--- config.mk ---
export PLATFORM = sky130hd
export DESIGN_NAME = seq_mant_mul
export DESIGN_NICKNAME = d
export VERILOG_FILES = /design/src/rtl/mul_pkg.sv /design/src/rtl/add_row.sv /design/src/rtl/seq_mant_mul.sv
export SDC_FILE = /design/constraint.sdc
export NUM_CORES = 1
export LEC_CHECK = 0
export ABC_AREA = 1
export BUFFER_PORTS_ARGS = -buffer_cell sky130_fd_sc_hd__buf_2
export CAP_MARGIN = 20
export CORE_MARGIN = 2
export CORE_UTILIZATION = 48
export DETAILED_ROUTE_END_ITERATION = 12
export GPL_TIMING_DRIVEN = 0
export PLACE_DENSITY = 0.76
export SLEW_MARGIN = 20
export SYNTH_ARGS = -nofsm -noshare
export SYNTH_HDL_FRONTEND = slang
export SYNTH_HIERARCHICAL = 1
export SYNTH_SLANG_ARGS = --single-unit
--- constraint.sdc ---
create_clock -name clk -period 9.8 [get_ports clk]
set_input_delay 0.49 -clock clk [delete_from_list [all_inputs] [get_ports clk]]
set_output_delay 0.49 -clock clk [all_outputs]
set_load 0.02 [all_outputs]
--- src/rtl/mul_pkg.sv ---
// Shared definitions for the sequential mantissa multiplier: FSM encoding,
// default mantissa width and the iteration-counter width helper.
package mul_pkg;

  typedef enum logic [1:0] {
    IDLE = 2'd0,
    RUN  = 2'd1,
    DONE = 2'd2
  } state_t;

  localparam int DEFAULT_WIDTH = 24;

  // Counter must hold 0..w-1; keep at least one bit for the smallest width.
  function automatic int cnt_width(input int w);
    return ($clog2(w) < 1) ? 1 : $clog2(w);
  endfunction

endpackage

--- src/rtl/add_row.sv ---
// WIDTH-bit ripple-carry adder row built from single-bit full-adder cells;
// the carry out becomes the top bit of s.
module full_adder (
  input  logic x,
  input  logic y,
  input  logic ci,
  output logic s,
  output logic co
);

  assign s  = x ^ y ^ ci;
  assign co = (x & y) | (ci & (x ^ y));

endmodule

module add_row #(
  parameter int WIDTH = 24
) (
  input  logic [WIDTH-1:0] x,
  input  logic [WIDTH-1:0] y,
  input  logic             cin,
  output logic [WIDTH:0]   s
);

  logic [WIDTH:0] carry;

  assign carry[0] = cin;

  for (genvar i = 0; i < WIDTH; i++) begin : g_fa
    full_adder u_fa (
      .x (x[i]),
      .y (y[i]),
      .ci(carry[i]),
      .s (s[i]),
      .co(carry[i+1])
    );
  end

  assign s[WIDTH] = carry[WIDTH];

endmodule

--- src/rtl/seq_mant_mul.sv ---
// Radix-2 shift-and-add unsigned mantissa multiplier: one partial-product
// row per cycle, WIDTH iterations, start/busy/done handshake.
module seq_mant_mul
  import mul_pkg::*;
#(
  parameter int WIDTH = DEFAULT_WIDTH
) (
  input  logic               clk,
  input  logic               rst_n,
  input  logic               start,
  input  logic [WIDTH-1:0]   a,
  input  logic [WIDTH-1:0]   b,
  output logic               busy,
  output logic               done,
  output logic [2*WIDTH-1:0] product
);

  localparam int CNT_W = cnt_width(WIDTH);
  localparam logic [CNT_W-1:0] CNT_LAST = CNT_W'(WIDTH - 1);

  state_t           state;
  logic [WIDTH-1:0] a_reg;
  logic [WIDTH-1:0] acc_hi;
  logic [WIDTH-1:0] acc_lo;
  logic [CNT_W-1:0] cnt;
  logic [WIDTH:0]   add_s;
  logic [WIDTH:0]   sum;

  add_row #(.WIDTH(WIDTH)) u_add_row (
    .x  (acc_hi),
    .y  (a_reg),
    .cin(1'b0),
    .s  (add_s)
  );

  // Multiplier LSB selects add-multiplicand vs. pass-through of the high half.
  assign sum = acc_lo[0] ? add_s : {1'b0, acc_hi};

  always_ff @(posedge clk or negedge rst_n) begin
    if (!rst_n) begin
      state  <= IDLE;
      a_reg  <= '0;
      acc_hi <= '0;
      acc_lo <= '0;
      cnt    <= '0;
    end else begin
      case (state)
        IDLE: begin
          if (start) begin
            a_reg  <= a;
            acc_hi <= '0;
            acc_lo <= b;
            cnt    <= '0;
            state  <= RUN;
          end
        end
        RUN: begin
          // Shift {sum, acc_lo} right by one: the carry lands in acc_hi MSB.
          acc_hi <= sum[WIDTH:1];
          acc_lo <= {sum[0], acc_lo[WIDTH-1:1]};
          cnt    <= cnt + CNT_W'(1);
          if (cnt == CNT_LAST) begin
            state <= DONE;
          end
        end
        DONE: begin
          state <= IDLE;
        end
        default: begin
          state <= IDLE;
        end
      endcase
    end
  end

  assign busy    = (state == RUN) || (state == DONE);
  assign done    = (state == DONE);
  assign product = {acc_hi, acc_lo};

endmodule

## Word level (Yosys, flattened, before mapping)

Cells that the tools add are included.

- Output and inout port bits: 50
- Bits of input ports: 51
- Register bits after elaboration: 79

- Reductions and logical operators: 6
- Bitwise logic cells: 117
- Muxes and demuxes: 10
- Equal/unequal tests: 5
- Add/subtract/negate cells: 1

Operator list:

| kind | count |
|---|---|
| 24-bit one-hot mux with 2 select lines | 2 |
| 24-bit two-way mux | 2 |
| 1-bit bitwise AND | 47 |
| 1-bit XOR | 47 |
| 25-bit two-way mux | 1 |
| 1-bit OR | 23 |
| 5-bit one-hot mux with 2 select lines | 1 |
| 2-bit AND reduction | 3 |
| 5-bit by 1-bit adder with 5-bit output, second input constant | 1 |
| 5-bit equality test, second input constant | 1 |
| 5-bit two-way mux | 1 |
| 2-bit two-way mux | 2 |
| 2-bit != test, second input constant | 2 |
| 2-bit one-hot mux with 2 select lines | 1 |
| 2-bit by 1-bit equality test with 1-bit output, second input constant | 1 |
| 2-bit equality test, second input constant | 1 |
| 2-bit zero test | 1 |
| 2-bit nonzero test | 1 |
| 1-bit logical OR | 1 |

## Longest topological paths before layout

- Depth in word-level cells: 49
- Mapped depth: 27
- Mapped depth without buffers: 26

## Modules after synthesis

The synthesis kept the hierarchy.

Modules (own cells, without submodules):

| module | cells an instance | area each (um^2) | times used | sequential area each (um^2) |
|---|---|---|---|---|
| seq_mant_mul | 422 | 3606.0 | 1 | 1976.9 |
| full_adder | 1 | 20.0 | 24 | 0.0 |
| add_row | 1 | 7.5 | 1 | 0.0 |

## Worst setup path after synthesis

Ideal clock, no wire load.

- Kind: reg-to-reg
- From: register acc_hi[0]
- To: register acc_hi[22]
- Stages on the path, launching flop included: 27
- Data required time: 9.674 ns
- Slack: -0.206 ns
- Clock period less this slack: 10.006 ns
- Setup time: 0.126 ns
- Arrival: 9.880 ns
- Buffers on the path: 0
- Path through: dfrtp_1 -> fa_1 -> fa_1 -> fa_1 -> fa_1 -> fa_1 -> fa_1 -> fa_1 -> fa_1 -> fa_1 -> fa_1 -> fa_1 -> fa_1 -> fa_1 -> fa_1 -> fa_1 -> fa_1 -> fa_1 -> fa_1 -> fa_1 -> fa_1 -> fa_1 -> fa_1 -> fa_1 -> fa_1 -> o21ai_0 -> o22ai_1

- Cells in the longest elaborated chain, start to end: 48

Ends and longest elaborated chain:

| what | RTL line | text |
|---|---|---|
| from (decl) | seq_mant_mul.sv:23 | `logic [WIDTH-1:0] acc_hi;` |
| from (signal assigned) | seq_mant_mul.sv:59 | `acc_hi <= sum[WIDTH:1];` |
| 1-bit bitwise AND | add_row.sv:12 | `assign co = (x & y) \| (ci & (x ^ y));` |
| named net u_add_row.carry[1] | add_row.sv:25 | `logic [WIDTH:0] carry;` |
| 1-bit bitwise AND | add_row.sv:12 |  |
| 1-bit OR | add_row.sv:12 |  |
| named net u_add_row.carry[2] | add_row.sv:25 |  |
| 1-bit bitwise AND | add_row.sv:12 |  |
| 1-bit OR | add_row.sv:12 |  |
| named net u_add_row.carry[3] | add_row.sv:25 |  |
| (+2 left out) | -- |  |
| named net u_add_row.carry[4] | add_row.sv:25 |  |
| (+2 left out) | -- |  |
| named net u_add_row.carry[5] | add_row.sv:25 |  |
| (+2 left out) | -- |  |
| named net u_add_row.carry[6] | add_row.sv:25 |  |
| (+2 left out) | -- |  |
| named net u_add_row.carry[7] | add_row.sv:25 |  |
| (+2 left out) | -- |  |
| named net u_add_row.carry[8] | add_row.sv:25 |  |
| (+2 left out) | -- |  |
| named net u_add_row.carry[9] | add_row.sv:25 |  |
| (+2 left out) | -- |  |
| named net u_add_row.carry[10] | add_row.sv:25 |  |
| (+2 left out) | -- |  |
| named net u_add_row.carry[11] | add_row.sv:25 |  |
| (+2 left out) | -- |  |
| named net u_add_row.carry[12] | add_row.sv:25 |  |
| (+2 left out) | -- |  |
| named net u_add_row.carry[13] | add_row.sv:25 |  |
| (+2 left out) | -- |  |
| named net u_add_row.carry[14] | add_row.sv:25 |  |
| (+2 left out) | -- |  |
| named net u_add_row.carry[15] | add_row.sv:25 |  |
| (+2 left out) | -- |  |
| named net u_add_row.carry[16] | add_row.sv:25 |  |
| (+2 left out) | -- |  |
| named net u_add_row.carry[17] | add_row.sv:25 |  |
| (+2 left out) | -- |  |
| named net u_add_row.carry[18] | add_row.sv:25 |  |
| (+2 left out) | -- |  |
| named net u_add_row.carry[19] | add_row.sv:25 |  |
| (+2 left out) | -- |  |
| named net u_add_row.carry[20] | add_row.sv:25 |  |
| (+2 left out) | -- |  |
| named net u_add_row.carry[21] | add_row.sv:25 |  |
| (+2 left out) | -- |  |
| named net u_add_row.carry[22] | add_row.sv:25 |  |
| 1-bit bitwise AND | add_row.sv:12 |  |
| 1-bit OR | add_row.sv:12 |  |
| named net u_add_row.carry[23] | add_row.sv:25 |  |
| 1-bit XOR | add_row.sv:11 | `assign s = x ^ y ^ ci;` |
| named net add_s[23] | seq_mant_mul.sv:26 | `logic [WIDTH:0] add_s;` |
| 25-bit two-way mux | seq_mant_mul.sv:37 | `assign sum = acc_lo[0] ? add_s : {1'b0, acc_hi};` |
| 24-bit one-hot mux with 2 select lines | seq_mant_mul.sv:47 | `case (state)` |

The timed path passes the listed nets, and every way through them passes these cells.
A chain may end at the register's enable or synchronous reset.

## Worst setup path after layout

- From: register a_reg[0]
- To: register acc_hi[22]

- Cells in the longest elaborated chain, start to end: 48

Ends and longest elaborated chain:

| what | RTL line | text |
|---|---|---|
| from (decl) | seq_mant_mul.sv:22 | `logic [WIDTH-1:0] a_reg;` |
| from (signal assigned) | seq_mant_mul.sv:42 | `a_reg <= '0;` |
| from (signal assigned) | seq_mant_mul.sv:50 | `a_reg <= a;` |
| 1-bit bitwise AND | add_row.sv:12 |  |
| named net u_add_row.carry[1] | add_row.sv:25 |  |
| 1-bit bitwise AND | add_row.sv:12 |  |
| 1-bit OR | add_row.sv:12 |  |
| named net u_add_row.carry[2] | add_row.sv:25 |  |
| 1-bit bitwise AND | add_row.sv:12 |  |
| 1-bit OR | add_row.sv:12 |  |
| named net u_add_row.carry[3] | add_row.sv:25 |  |
| (+2 left out) | -- |  |
| named net u_add_row.carry[4] | add_row.sv:25 |  |
| (+2 left out) | -- |  |
| named net u_add_row.carry[5] | add_row.sv:25 |  |
| (+2 left out) | -- |  |
| named net u_add_row.carry[6] | add_row.sv:25 |  |
| (+2 left out) | -- |  |
| named net u_add_row.carry[7] | add_row.sv:25 |  |
| (+2 left out) | -- |  |
| named net u_add_row.carry[8] | add_row.sv:25 |  |
| (+2 left out) | -- |  |
| named net u_add_row.carry[9] | add_row.sv:25 |  |
| (+2 left out) | -- |  |
| named net u_add_row.carry[10] | add_row.sv:25 |  |
| (+2 left out) | -- |  |
| named net u_add_row.carry[11] | add_row.sv:25 |  |
| (+2 left out) | -- |  |
| named net u_add_row.carry[12] | add_row.sv:25 |  |
| (+2 left out) | -- |  |
| named net u_add_row.carry[13] | add_row.sv:25 |  |
| (+2 left out) | -- |  |
| named net u_add_row.carry[14] | add_row.sv:25 |  |
| (+2 left out) | -- |  |
| named net u_add_row.carry[15] | add_row.sv:25 |  |
| (+2 left out) | -- |  |
| named net u_add_row.carry[16] | add_row.sv:25 |  |
| (+2 left out) | -- |  |
| named net u_add_row.carry[17] | add_row.sv:25 |  |
| (+2 left out) | -- |  |
| named net u_add_row.carry[18] | add_row.sv:25 |  |
| (+2 left out) | -- |  |
| named net u_add_row.carry[19] | add_row.sv:25 |  |
| (+2 left out) | -- |  |
| named net u_add_row.carry[20] | add_row.sv:25 |  |
| (+2 left out) | -- |  |
| named net u_add_row.carry[21] | add_row.sv:25 |  |
| (+2 left out) | -- |  |
| named net u_add_row.carry[22] | add_row.sv:25 |  |
| 1-bit bitwise AND | add_row.sv:12 |  |
| 1-bit OR | add_row.sv:12 |  |
| named net u_add_row.carry[23] | add_row.sv:25 |  |
| 1-bit XOR | add_row.sv:11 |  |
| named net add_s[23] | seq_mant_mul.sv:26 |  |
| 25-bit two-way mux | seq_mant_mul.sv:37 |  |
| 24-bit one-hot mux with 2 select lines | seq_mant_mul.sv:47 |  |

The timed path passes the listed nets, and every way through them passes these cells.

==> flow_results.org <==
** Clock network
- Number of setup buffers added after CTS :: 0
- Library cell used as clock root buffer :: clkbuf_8
- The clock passes through at most 2 buffers.
- Maximum level of the CTS H-tree :: 3
- TritonCTS built the clock tree.
- Clock latency on the worst-skew pair :: 0.35 ns
- Count of hold-fix buffers inserted at cts :: 0
- Number of buffers created by CTS :: 9
- The clock net in this run drives a total of 79 sinks.
- Post-CTS clock slew at the launch and capture registers of the worst setup and hold paths :: 0.08 ns

** Worst setup path
- Reg-to-reg startpoint :: a_reg[0]$_DFFE_PN0P_
- Category of the worst setup path capture point :: register
- In this run the register-to-register setup slack is approximately 0.26 ns.
- Slowest stage delay, CP :: 0.45 ns
- Critical path arrival :: about 9.8 ns
- Cell type of the slowest stage on the worst timing path :: fa_1
- WP data required :: between 10 and 15 ns
- Along the worst path, the maximum fanout reaches 2.
- For the worst flop-to-flop path, the logic depth is 26.
- Worst r2r dst :: acc_hi[22]$_DFFE_PN0P_
- Counting stages on the worst path, the most repeated cell is fa_2.
- Critical path launch point type :: register
- The critical path in this run is classified as reg -> reg.

** STA
- Setup_tns :: 0 ns
- For the finished layout, the period the worst path requires is around 9.5 ns.
- Fin worst setup slack :: around 0.26 ns
- In the finished design, the share of the clock period the worst path needs comes to between 90% and 100%.
- The final hold violation count was 0.
- Fin. max-slew vios :: 0
- Based on the critical path, the design can be clocked at up to 105 MHz.
- Setup violations remaining at the end of the flow were counted as 0.
- Setup repair after global routing left no endpoint under its margin.
- Worst setup skew after layout :: 0.0107 ns

** Routing
- Wire per inst :: ~14 um
- Via/cell ratio :: approximately 5.0
- Post-Route WL :: ~9 mm
- Number of nets with antenna violations after detailed routing :: 0
- Via count :: 3339
- After detailed routing, the number of remaining DRC violations is 0.
- The first detailed-routing pass ran for 5 iterations.
- In this run, the number of DRC markers left after iteration 0 of detailed routing was around 170.

** Flow run
- Number of maximum-capacitance violations :: 0

** GRT
- Overall Global Routing Usage :: 21.8%
- First-pass GRT wire length :: 15.5 mm
- For this run the aggregate overflow at the end of global routing stands at 0.
- Number of antenna violations at the first check in global routing :: 0
- Pin count of the biggest net entering global routing :: 58
- The number of global-route vias before repair came to about 3.3k.

** Synthesis
- Number of distinct library cells after synthesis :: 23
- Sequential cell area fraction in the yosys report :: about half
- FF+latch count, synth :: 79
- Net count after synthesis :: approximately 530
- Total of warnings raised by yosys :: 6
- Synthesis produced a netlist whose cell count is around 450.
- Synth Area per Inst :: approximately 9.2 um^2
- The synthesized netlist occupies a cell area of ~4100 um^2.

** Pwr
- Worst ir drop on vdd :: approximately 0.18 mV
- In this run the power density over the cells is between 300 and 400 nW/um^2.
- Total power after layout :: ~1700 uW
- Summed over all cells, the static leakage comes to 0.00257 uW.

** Place
- Placer's final routability congestion estimate :: 0.769
- The HPWL after detailed placement is approximately 6.7 mm.
- After detailed placement, the total cell area comes to about 4800 um^2.
- Timing analysis after detailed placement gives a worst setup slack of -0.460 ns.
- Number of port buffers :: 100

** Floorplan
- Measured along the x axis, the die boundary spans a little under 100 um.
- Die height :: about 96 um
- Num ports :: slightly above 100
- Row count :: 33
- Die footprint :: between 9000 and 10000 um^2
- The region available for standard cell placement spans roughly 8300 um^2.
- The initial utilization of the core area, before any placement, comes to 49.6%.

** Final layout
- Final Net Count :: ~640
- The finished cells cover slightly above 5000 um^2.
- P&R area growth vs syn :: 23.0%
- The post-route netlist has about 33% of its cells at a drive strength greater than 1.
- Utilization of the core after routing :: 61.0%
- The number of antenna diodes in the final layout is 0.

** Status
- The flow ran to the end, and the final reports show no timing, DRC or antenna violations.

** Min path
- In this run the worst hold path is classified as in -> async.
[cell families (layout without fill, tap and decap cells)]
logic type / count (synthesis) / count (layout) / synth area share [%]
AO/OA/AOI/OAI: 77 / 77 / 10.9
adder cells (fa/ha/maj): 28 / 28 / 13.0
buffers and inverters: 37 / 152 / 4.52
flip-flops: 79 / 79 / 48.3
other: 1 / 1 / 0.0916
AND/OR/NAND/NOR: 225 / 225 / 23.3
[how the worst max path moves through the flow]
stage	start	endpoint	slack, ns	cells after the start
detailed placement	a_reg[0]$_DFFE_PN0P_	acc_hi[22]$_DFFE_PN0P_	-0.46	26
global placement	a_reg[0]$_DFFE_PN0P_	acc_hi[22]$_DFFE_PN0P_	-0.30	26
CTS	a_reg[0]$_DFFE_PN0P_	acc_hi[22]$_DFFE_PN0P_	0.0003	26
finish	a_reg[0]$_DFFE_PN0P_	acc_hi[22]$_DFFE_PN0P_	0.26	26
floorplan	acc_hi[0]$_DFFE_PN0P_	acc_hi[22]$_DFFE_PN0P_	0.01	26
global route	acc_hi[0]$_DFFE_PN0P_	acc_hi[23]$_DFFE_PN0P_	0.02	27
[area by class of cell]
cell class,instances,area [um^2]
clock buffers,10,138
plain buffers,23,133
repair buffers,101,531
flip-flops and latches,79,1980
inverters,14,52.6
multi-input cells,331,1980
fillers,719,3220
clock inverters,4,95.1
well taps,105,131
[metrics by stage]
stage / hold WS, ns / cells
floorplan: 0.194 / 447
global placement: 0.487 / 652
detailed placement: 0.414 / 653
CTS: 0.0391 / 667
global route: 0.0484 / 667
finish: 0.0324 / 667
[cell usage after synthesis (all sizes together)]
library cell / n / area share [%]
conb: 1 / 0.092
nand2: 166 / 16
o21ai: 48 / 5.9
nor2: 8 / 0.73
inv: 14 / 1.3
or2: 23 / 3.5
nand4: 2 / 0.31
fa: 24 / 12
clkbuf: 7 / 0.73
a21oi: 4 / 0.49
nand3: 26 / 3.2
o22ai: 2 / 0.31
dfrtp: 79 / 48
o211ai: 1 / 0.18
ha: 4 / 1.2
o21a: 22 / 4.0
buf: 16 / 2.5
[what timing repair did]
action,in CTS,in global routing
hold endpoints to repair,0,0
gates resized for setup,9,6
endpoints found under the setup margin,3,2
cloned,0,0
[cell usage in the layout (no fill, tap or decap), types with 2 or more instances in the layout]
cell / instances
fa_1: 5
a21oi_1: 4
o21a_1: 22
clkbuf_1: 4
nor2_1: 8
clkbuf_8: 10
o21ai_0: 39
nand2_1: 163
nand4_1: 2
or2_2: 23
bufinv_16: 3
dfrtp_1: 78
o22ai_1: 2
inv_2: 3
buf_4: 10
nand2_2: 2
clkbuf_2: 3
inv_1: 11
fa_2: 19
ha_1: 4
buf_2: 106
o21ai_1: 9
nand3_1: 26
[worst max-delay path, delay by kind of cell (launching register included)]
family,cells,cell delay (ns)
DFF,1,0.41
adders and majority gates,24,8.79
AOI/OAI and AO/OA,2,0.24
[routing by layer]
layer  wire length [um]  part of all wire (%)  GRT usage [%]  vias to the layer above
li1                   -                     -              -                     1646
met1               4250                    46           29.2                     1578
met2               4280                    46           35.3                      101
met3                518                   5.6           3.76                       14
met4                165                   1.8           8.69                        0
met5                  0                     0              0                        -
[where the power goes]
group / leakage [uW] / switching, uW / total, uW / internal [uW]
sequential: 0.000974 / 130 / 593 / 463
clock: 0.000118 / 114 / 288 / 173
combinational: 0.00148 / 480 / 814 / 334
No activity file was read; power rests on OpenSTA's default activity.
